==> config.mk <==
export PLATFORM = sky130hd
export DESIGN_NAME = tgl_decoder
export DESIGN_NICKNAME = d
export VERILOG_FILES = /design/src/rtl/tgl_decoder.sv
export SDC_FILE = /design/constraint.sdc
export NUM_CORES = 1
export LEC_CHECK = 0
export CAP_MARGIN = 40
export CORE_UTILIZATION = 38
export CTS_CLUSTER_SIZE = 40
export DETAILED_ROUTE_END_ITERATION = 10
export PLACE_DENSITY = 0.76
export SYNTH_ARGS = -nofsm -noshare
export SYNTH_HDL_FRONTEND = slang
export SYNTH_SLANG_ARGS = --single-unit
export TNS_END_PERCENT = 1
==> constraint.sdc <==
create_clock -name clk -period 2.4 [get_ports clk]
set_input_delay 0.48 -clock clk [delete_from_list [all_inputs] [get_ports clk]]
set_output_delay 0.48 -clock clk [all_outputs]
set_load 0.005 [all_outputs]
==> src/rtl/tgl_decoder.sv <==
// tgl_decoder: recovers events from a toggle line (one flip per event).
// Synchronises t_in, detects level changes, queues them in a saturating
// pending counter drained by ev_valid/ev_ack, with a sticky overflow flag.
// Ports: clk (state on falling edge), clr_n (async active-low reset),
//   t_in (async toggle), en, ev_ack, ovf_clr -> level, ev_pulse, ev_valid,
//   pending[CNT_W], ovf, total[TOT_W].
// Macro TGL_DEC_TOTAL_EN: builds the wrapping total counter; else total=0.
module tgl_decoder #(
   parameter int unsigned SYNC_STAGES = 2,
   parameter int unsigned CNT_W       = 4,
   parameter int unsigned TOT_W       = 8
) (
   input  logic             clk,
   input  logic             clr_n,
   input  logic             t_in,
   input  logic             en,
   input  logic             ev_ack,
   input  logic             ovf_clr,
   output logic             level,
   output logic             ev_pulse,
   output logic             ev_valid,
   output logic [CNT_W-1:0] pending,
   output logic             ovf,
   output logic [TOT_W-1:0] total
);

   localparam logic [0:0] S_INIT = 1'b0;
   localparam logic [0:0] S_RUN  = 1'b1;

   // last INIT edge index: INIT spans SYNC_STAGES+1 edges
   localparam logic [2:0] INIT_LAST = 3'(SYNC_STAGES);
   localparam logic [CNT_W-1:0] PEND_MAX = '1;

   logic [SYNC_STAGES-1:0] sync_q, sync_d;
   logic                   prev_q;
   logic [0:0]             state_q, state_d;
   logic [2:0]             icnt_q, icnt_d;
   logic                   pulse_q;
   logic [CNT_W-1:0]       pend_q, pend_d;
   logic                   ovf_q, ovf_d;
   logic                   accept;
   logic                   ack_eff;
   logic                   lost;

   assign sync_d   = {sync_q[SYNC_STAGES-2:0], t_in};
   assign level    = sync_q[SYNC_STAGES-1];
   assign ev_valid = |pend_q;
   assign ack_eff  = ev_ack & ev_valid;
   assign accept   = (state_q == S_RUN) & en & (level != prev_q);

   always_comb begin
      state_d = state_q;
      icnt_d  = icnt_q;
      if (state_q == S_INIT) begin
         icnt_d = icnt_q + 3'd1;
         if (icnt_q == INIT_LAST) begin
            state_d = S_RUN;
            icnt_d  = '0;
         end
      end
   end

   // accept together with an effective ack cancels out, even at max
   always_comb begin
      pend_d = pend_q;
      lost   = 1'b0;
      unique case ({accept, ack_eff})
         2'b10: begin
            if (pend_q == PEND_MAX) lost = 1'b1;
            else pend_d = pend_q + 1'b1;
         end
         2'b01:   pend_d = pend_q - 1'b1;
         default: pend_d = pend_q;
      endcase
   end

   // a loss on the same edge as ovf_clr keeps the flag set
   assign ovf_d = lost | (ovf_q & ~ovf_clr);

   always_ff @(negedge clk or negedge clr_n) begin
      if (!clr_n) begin
         sync_q  <= '0;
         prev_q  <= 1'b0;
         state_q <= S_INIT;
         icnt_q  <= '0;
         pulse_q <= 1'b0;
         pend_q  <= '0;
         ovf_q   <= 1'b0;
      end else begin
         sync_q  <= sync_d;
         prev_q  <= level;
         state_q <= state_d;
         icnt_q  <= icnt_d;
         pulse_q <= accept;
         pend_q  <= pend_d;
         ovf_q   <= ovf_d;
      end
   end

   assign ev_pulse = pulse_q;
   assign pending  = pend_q;
   assign ovf      = ovf_q;

`ifdef TGL_DEC_TOTAL_EN
   logic [TOT_W-1:0] tot_q;

   always_ff @(negedge clk or negedge clr_n) begin
      if (!clr_n) tot_q <= '0;
      else if (accept) tot_q <= tot_q + 1'b1;
   end

   assign total = tot_q;
`else
   assign total = '0;
`endif

endmodule

==> flow_metrics.py <==
metrics = {
    "layout": {
        "final_cells": 107,
        "area_growth_pct": 44.6,
        "fillCellCount": 151,
        "drive_above_1_share_pct": 40.7,
        "num_antenna_cells": 0,
        "nets": 101,
    },
    "die": {
        "core_area_sq_um": 1580,
        "die_h_um": 44.1,
        "core.rowCount": 14,
        "io_pins": 22,
        "die_w_um": 44.1,
        "initial_core_util_pct": 42.7,
        "die_area_sq_um": 1940,
    },
    "route": {
        "via_per_inst": 4.71,
        "drc": 1,
        "num_vias": 504,
        "dr.pass1.iters": 8,
        "drt_iter0_drc": 7,
        "wl_per_cell_um": 11.8,
        "detail-route-antenna-nets": 0,
        "routed_wirelength_um": 1260,
    },
    "min_path": {
        "hold_path.class": "register to register",
    },
    "grt": {
        "grtUsageTotal_pct": 15.7,
        "first_global_vias": 510,
        "antenna_found_initial": 0,
        "use_met1_pct": 15.8,
        "top_usage_layer": "met2",
        "gr-usage-met2_pct": 28.5,
        "gr-usage-met3_pct": 4.49,
        "grt_pass1_wl_um": 2100,
        "grt_max_degree": 14,
        "grt_overflow": 0,
    },
    "place": {
        "place.gp.congestion": 0.692,
        "dp_hpwl_um": 895,
        "numPlacedInstances": 98,
        "portBuffers": 13,
    },
    "power_and_ir_drop": {
        "p_sw_uw": 318,
        "pwr-share-seq_pct": 29.7,
        "combPwrFrac_pct": 56.7,
        "p_sw_share_pct": 32.4,
        "power_frac_clock_pct": 13.6,
        "leakage_nw": 0.478,
        "power_density_nw_per_um2": 1010,
        "ir_drop_mv": 0.430,
        "intPower_uw": 662,
    },
    "logic_synthesis": {
        "synthCells": 60,
        "async_flop_share_pct": 100,
        "ys_types": 27,
        "synth_seq_cells": 13,
        "ys_seq_area_share_pct": 48.3,
        "synth.avg_cell_area_sq_um": 11.2,
        "synthFlopType": "dfrtn_1",
        "synth_edf_count": 0,
        "synth_warnings": 0,
        "syn_area_sq_um": 673,
    },
    "critical_path": {
        "cp-start-kind": "register",
        "critPathCaptureType": "primary output",
        "path_max_fanout": 2,
        "criticalPathCategory": "register to primary output",
        "arrival_ns": 2.50,
        "critPathRequiredTime_ns": 1.92,
        "cp_slowest_cell": "or4_4",
        "slowest_delay_ns": 0.54,
        "crit_path_cell_trace": "or4_4, buf_6",
    },
    "timing": {
        "rsz0062_at_grt": "true",
        "fin_skew_ns": 0.00193,
        "setup_ws_ns": -0.580,
        "setup_viol": 12,
        "finalHoldViolCount": 0,
        "tns_ns": -2.46,
        "final-max-slew-violation-count": 0,
    },
    "clocking": {
        "cts_root_buf": "clkbuf_4",
        "worstSkewPairLatency_ns": 0.28,
        "h-tree-depth": 1,
        "clockBufferDepth": 2,
        "cts_tree": "built",
        "cts_hold_buf": 0,
        "clk_pin_slew_worst_paths_ns": 0.06,
        "clock-sinks": 13,
        "cts-buffers-inserted": 3,
    },
    "flow_run": {
        "cap_violations": 0,
    },
    "status": {
        "outcome": "finished with violations",
        "violations": "design-rule violations, negative setup slack",
    },
}
==> cell families after synthesis <==
group	synth area share [%]
AO/OA/AOI/OAI	8.92
XOR/XNOR	6.51
adder cells (fa/ha/maj)	6.69
buffers and inverters	11.2
flip-flops	48.3
multiplexers	5.20
other	0.557
AND/OR/NAND/NOR	12.6
==> synth_stat cells (all sizes together) (2+ instances only) <==
| library cell | instances | area share (%) |
|---|---|---|
| nor2b | 2 | 1.9 |
| dfrtn | 13 | 48 |
| nand2b | 2 | 1.9 |
| inv | 4 | 2.2 |
| o21ai | 2 | 1.5 |
| mux2i | 2 | 3.0 |
| nand2 | 5 | 2.8 |
| nor2 | 2 | 1.5 |
| buf | 8 | 8.9 |
| ha | 2 | 3.7 |
| xnor2 | 4 | 5.2 |
==> power groups by stage <==
stage               clock [mW]  combinational (mW)  sequential (mW)
detailed placement           0               0.458            0.286
finish                   0.133               0.556            0.291
global route             0.155               0.599            0.297
CTS                      0.140               0.546            0.289
global placement             0               0.446            0.285
floorplan                    0               0.207            0.338
==> path summary, 6_finish.rpt <==
kind                                        start                     end  slack, ns  cells after the start
max                        pending[0]$_DFFE_NN0P_                ev_valid      -0.58                      2
min in group asynchronous                   clr_n   icnt_q[0]$_DFFE_NN0N_       1.59                      2
min reg2reg                   sync_q[0]$_DFF_NN0_     sync_q[1]$_DFF_NN0_       0.31                      0
max reg2reg                pending[0]$_DFFE_NN0P_  pending[3]$_DFFE_NN0P_       0.17                      9
min                           sync_q[0]$_DFF_NN0_     sync_q[1]$_DFF_NN0_       0.31                      0
max in group asynchronous                   clr_n     sync_q[1]$_DFF_NN0_       0.62                      2
==> critical path: cells and delay by family, from the launching register on <==
kind          cells  cell delay [ns]
buf+inv           1             0.13
flops             1             0.35
simple gates      1             0.54
==> final cells by class <==
class	instances	area, sq um	share of cell area, %
Tap cell	16	20.0	2.06
Inverter	4	15.0	1.54
Multi-Input combinational cell	42	335	34.4
Sequential cell	13	325	33.4
Timing Repair Buffer	28	251	25.8
Clock buffer	4	26.3	2.70
==> metrics by stage <==
stage | power [mW] | utilization, % | worst slack, ns | cell area [sq um] | hold slack [ns]
after global routing | 1.05 | 61.7 | -0.619 | 973 | 0.320
final | 0.980 | 61.7 | -0.580 | 973 | 0.309
after global placement | 0.731 | 56.2 | -1.16 | 886 | 0.298
after detailed placement | 0.744 | 56.2 | -1.20 | 886 | 0.297
after floorplan | 0.545 | - | -0.630 | 721 | 0.292
after CTS | 0.975 | 60.7 | -0.598 | 957 | 0.309
==> flip-flops by register name (all words and copies together), names as in the netlist <==
register  flops
ev_pulse      1
icnt_q        3
ovf           1
pending       4
prev_q        1
state_q       1
sync_q        2
==> cell usage in the layout, fill, tap and decap left out <==
master           count
clkbuf_1             1
xor2_1               1
xnor2_1              4
clkbuf_4             3
buf_6               10
nand2_1              5
a31oi_4              1
o21bai_1             1
inv_2                1
dfrtn_1             13
nand2b_1             2
buf_4               11
mux2i_1              2
o21ai_1              1
a21o_2               1
nor2_1               1
fa_2                 1
inv_1                3
o22ai_1              1
a21oi_2              1
clkdlybuf4s15_2      1
conb_1               8
o41ai_4              1
nand3b_1             1
nor2b_1              2
clkdlybuf4s50_1      3
or4_4                1
o21ai_0              1
and4b_1              1
buf_2                3
nor2_2               1
ha_1                 2
nand4_1              1
mux2_4               1
==> metal layers <==
layer / wire length [um] / vias up
li1: - / 246
met3: 63 / 2
met1: 519 / 242
met5: 0 / -
met4: 11 / 0
met2: 664 / 14
==> repair_timing <==
item / in CTS / in global routing
buffers inserted: 5 / 0
resized for setup: 48 / 3
endpoints found under the setup margin: 13 / 12
pin swaps: 2 / 1
No activity file was read; power rests on OpenSTA's default activity.
